<file path="config.mk">
export PLATFORM = sky130hd
export DESIGN_NAME = vc_input_buffer
export DESIGN_NICKNAME = d
export VERILOG_FILES = /design/src/rtl/vc_input_buffer.sv
export SDC_FILE = /design/constraint.sdc
export NUM_CORES = 1
export LEC_CHECK = 0
export ABC_AREA = 0
export CORE_MARGIN = 2
export CORE_UTILIZATION = 35
export DETAILED_ROUTE_END_ITERATION = 8
export GPL_TIMING_DRIVEN = 0
export PLACE_DENSITY_LB_ADDON = 0.1
export SYNTH_ARGS = -nofsm -noshare
export SYNTH_HDL_FRONTEND = slang
export SYNTH_SLANG_ARGS = --single-unit
export TNS_END_PERCENT = 30
</file>
<file path="constraint.sdc">
create_clock -name clk -period 6.1 [get_ports clk]
set_input_delay 1.22 -clock clk [delete_from_list [all_inputs] [get_ports clk]]
set_output_delay 1.22 -clock clk [all_outputs]
set_load 0.05 [all_outputs]
</file>
<file path="src/rtl/vc_input_buffer.sv">
// ----------------------------------------------------------------------------
// vc_input_buffer
//
// Router input-port buffer with one independent circular FIFO per virtual
// channel. At most one flit arrives per cycle and is steered to the VC named
// by in_vc. The downstream stage may pop any number of VCs in the same cycle.
// Each VC shows its head flit combinationally (show-ahead). Each successful
// pop returns a registered one-cycle credit pulse to the upstream router.
//
// Parameters
//   DATAW     : flit width in bits
//   NUM_VC    : virtual channels per input port (power of 2, >= 2)
//   BUF_DEPTH : flit slots per VC (power of 2, >= 2)
//
// Ports
//   clk          : clock; all state updates happen on the rising edge
//   reset        : asynchronous, active-low reset (0 = in reset)
//   in_valid     : a flit is presented this cycle
//   in_vc        : target VC of the incoming flit
//   in_flit      : incoming flit
//   rd_en        : per-VC pop request from the downstream stage
//   out_valid    : per-VC "head flit present" (VC non-empty)
//   out_flit     : per-VC head flit (don't-care while out_valid is 0)
//   full         : per-VC occupancy equals BUF_DEPTH
//   credit_out   : per-VC credit pulse, high for the cycle after a pop
//   overflow_err : sticky flag, set when a write to a full VC is dropped
// ----------------------------------------------------------------------------
module vc_input_buffer #(
    parameter int DATAW     = 4,
    parameter int NUM_VC    = 4,
    parameter int BUF_DEPTH = 4,
    localparam int VCW      = $clog2(NUM_VC),
    localparam int CNTW     = $clog2(BUF_DEPTH + 1)
) (
    input  logic              clk,
    input  logic              reset,
    input  logic              in_valid,
    input  logic [VCW-1:0]    in_vc,
    input  logic [DATAW-1:0]  in_flit,
    input  logic [NUM_VC-1:0] rd_en,
    output logic [NUM_VC-1:0] out_valid,
    output logic [DATAW-1:0]  out_flit [NUM_VC-1:0],
    output logic [NUM_VC-1:0] full,
    output logic [NUM_VC-1:0] credit_out,
    output logic              overflow_err
);

    localparam int              PTRW       = $clog2(BUF_DEPTH);
    localparam logic [CNTW-1:0] FULL_COUNT = CNTW'(BUF_DEPTH);

    logic [DATAW-1:0]  mem    [NUM_VC-1:0][BUF_DEPTH-1:0];
    logic [PTRW-1:0]   rd_ptr [NUM_VC-1:0];
    logic [PTRW-1:0]   wr_ptr [NUM_VC-1:0];
    logic [CNTW-1:0]   count  [NUM_VC-1:0];

    logic              wr_accept;
    logic [NUM_VC-1:0] wr_sel;
    logic [NUM_VC-1:0] pop;

    // Status flags come only from the registered counts, so a full VC
    // refuses a write even when it is popped in the same cycle.
    always_comb begin
        out_valid = '0;
        full      = '0;
        for (int v = 0; v < NUM_VC; v++) begin
            out_valid[v] = (count[v] != '0);
            full[v]      = (count[v] == FULL_COUNT);
            out_flit[v]  = mem[v][rd_ptr[v]];
        end
    end

    // A pop on an empty VC is masked here so it moves no pointer and
    // produces no credit.
    always_comb begin
        wr_accept = in_valid && !full[in_vc];
        wr_sel    = '0;
        pop       = '0;
        for (int v = 0; v < NUM_VC; v++) begin
            wr_sel[v] = wr_accept && (in_vc == VCW'(v));
            pop[v]    = rd_en[v] && out_valid[v];
        end
    end

    // Flit storage has no reset; the counts alone decide what is valid.
    always_ff @(posedge clk) begin
        if (wr_accept) begin
            mem[in_vc][wr_ptr[in_vc]] <= in_flit;
        end
    end

    // Pointers wrap naturally because BUF_DEPTH is a power of two. A write
    // and a pop on the same VC cancel out in the occupancy count.
    always_ff @(posedge clk or negedge reset) begin
        if (!reset) begin
            for (int v = 0; v < NUM_VC; v++) begin
                rd_ptr[v] <= '0;
                wr_ptr[v] <= '0;
                count[v]  <= '0;
            end
            credit_out   <= '0;
            overflow_err <= 1'b0;
        end else begin
            for (int v = 0; v < NUM_VC; v++) begin
                if (wr_sel[v]) begin
                    wr_ptr[v] <= wr_ptr[v] + PTRW'(1);
                end
                if (pop[v]) begin
                    rd_ptr[v] <= rd_ptr[v] + PTRW'(1);
                end
                case ({wr_sel[v], pop[v]})
                    2'b10:   count[v] <= count[v] + CNTW'(1);
                    2'b01:   count[v] <= count[v] - CNTW'(1);
                    default: count[v] <= count[v];
                endcase
            end
            credit_out <= pop;
            if (in_valid && !wr_accept) begin
                overflow_err <= 1'b1;
            end
        end
    end

endmodule

</file>
==> reports/qor.yml <==
final-seq-area_um2: 2748
wire_per_inst_um: 16.81
grt_pass1_wl_um: 11780
ant_nets: 0
cts_setup_buffers: 0
final_cells: 432
drive_gt1_share_pct: 16.26
synth-edff-count: 64
syn_nets: 254
gp_congestion: 0.6805
clockBufferDepth: 2
die_w_um: 111.3
hold_slack_ns: 0.4896
io_pins: 42
synthCells: 233
insertion_delay_ns: 0.34
grt_max_degree: 34
dieArea_um2: 12380
ctsHoldBuffers: 0
fin_crit_sh_pct: 58.13
area_growth_pct: 22.30
cts_tree: "yes"
fill_cells: 1061
ctsResizeCount: 0
layout_commonest_cell: "edfxtp_1"
wl_um: 7262
grt_pass1_vias: 2215
yosysSeqAreaShare_pct: 68.22
via_per_inst: 4.748
final_cell_mix: "edfxtp_1 (64), clkdlybuf4s50_1 (39), dfrtp_1 (33), mux4_2 (17), xor2_1 (17)"
path_class: "reg -> out"
globalRouteTotalUtil_pct: 12.65
reg2reg_slack_ns: 3.64
grt-busiest-layer: "met2"
overflow: 0
antenna_cells: 0
hold_viol_final: 0
antenna_found_initial: 0
ys_top_cells_by_area: "edfxtp_1 (48%), dfrtp_1 (21%), mux4_2 (9.5%)"
setup_ws_ns: 2.554
synth-async-reset-ratio_pct: 34.02
cts.sinks: 97
use_met1_pct: 17.71
cp-end-kind: "output port"
h-tree-depth: 3
post_synth.cell_area_avg_um2: 17.29
worst_ep_arrival_time_ns: 2.33
final_max_slew_viol_count: 0
clk_pin_slew_ns: 0.06
worstHoldPathType: "reg -> reg"
via_count: 2051
portBuffers: 40
dp_hpwl_um: 4869
fin_crit_ns: 3.546
dr.pass1.iters: 4
fin_worst_skew_ns: 0.004312
ys_seq_elements: 97
power.density_nw_per_um2: 517.8
use_met2_pct: 19.31
multiInputGateArea_um2: 1176
timing.fmax_mhz: 282.0
initial_utilization_pct: 35.58
setup_tns_ns: 0
rsz0062_at_grt: "false"
p_total_w: 0.002551
required_ns: 4.88
syn_area_um2: 4028
ctsRootBufferMaster: "clkbuf_16"
dpl.cell_count: 416
ys.flop_type: "edfxtp_1"
ir_worst_vdd_mv: 0.1806
drt-initial-drc-count: 69
synth_top_area_share_pct: 47.72
worst_slew_pin_slew_ns: 0.8071
slew_headroom_pct: 46.19
p_leak_nw: 1.798
grtUsageMet3_pct: 2.023
ys_types: 36
cp_max_fo: 5
cts_made_buffers: 9
setup_violations: 0
core_area_um2: 11320
finalNetCount: 305
drc_errors: 0
die_h_um: 111.3
start_kind: "flip-flop"
post-synth-top-area-cell: "edfxtp_1"
yosysWarnings: 0
outcome: "completed"
maxCapViolCount: 0
dp_slack_ns: 2.542
row_count: 39
Yosys cell counts (2+ instances only):
cell type,number
a211o_1,2
and2_1,5
buf_2,5
dfrtp_1,33
edfxtp_1,64
fa_1,4
ha_1,4
inv_1,16
mux2i_1,4
mux4_2,17
nand2_1,7
nor2_1,4
nor2b_1,2
nor3_1,7
nor3b_1,5
nor3b_2,2
nor4b_1,2
o31a_1,4
or3_1,5
xnor2_1,9
xor2_1,17
metal layers:
layer / up-vias / wire (um)
met4: 0 / 142
met2: 33 / 3321
met3: 11 / 190
met5: - / 0
met1: 1039 / 3608
li1: 968 / -
where the power goes:
group / internal [W] / switching [W]
Clock: 0.000381 / 0.000231
Sequential: 0.000835 / 0.000125
Combinational: 0.000405 / 0.000574
Total: 0.00162 / 0.000929
critical path, cell delays in order, from the launching register on:
cell and delay [ns]:
dfrtp_1 0.43, nor3b_1 0.62, clkdlybuf4s50_1 0.94
cell families (layout without fill, tap and decap cells):
logic type / Yosys count / after routing / share of synthesized area [%]
flops: 97 / 97 / 68.22
simple gates: 48 / 48 / 7.735
xor+xnor: 26 / 26 / 5.654
buf+inv: 23 / 79 / 2.578
mux: 21 / 21 / 10.50
compound gates: 10 / 10 / 2.081
fa+ha+maj: 8 / 8 / 3.231
path summary, 6_finish.rpt:
kind	startpoint	to	cells after the start
worst max-delay path	count[9]	full[3]	2
worst min-delay path	overflow_err	overflow_err	1
worst max register to register	count[9]	count[11]	8
worst min register to register	overflow_err	overflow_err	1
max in group asynchronous	reset	rd_ptr[5]	1
min in group asynchronous	reset	count[4]	1
state kept, by name (all words and copies together) (netlist names):
register	flops
overflow_err	1
rd_ptr	8
wr_ptr	8
credit_out	4
count	12
mem	64
per-stage QoR:
step / area, um^2 / util, %
4_1_cts: 4926 / 43.51
3_5_place_dp: 4602 / 40.65
2_1_floorplan: 4028 / -
5_1_grt: 4926 / 43.51
3_3_place_gp: 4607 / 40.69
6_report: 4926 / 43.51
layout make-up:
class                      instances  area share, %
sequential                        97          55.78
multi-input combinational        113          23.88
timing repair buffer              40          8.026
clock buffer                      13          5.283
tap                              143          3.632
clock inverter                     3          1.295
inverter                          16          1.219
buffer                             7         0.8890
Note: power is estimated with default switching activity, not from simulation.
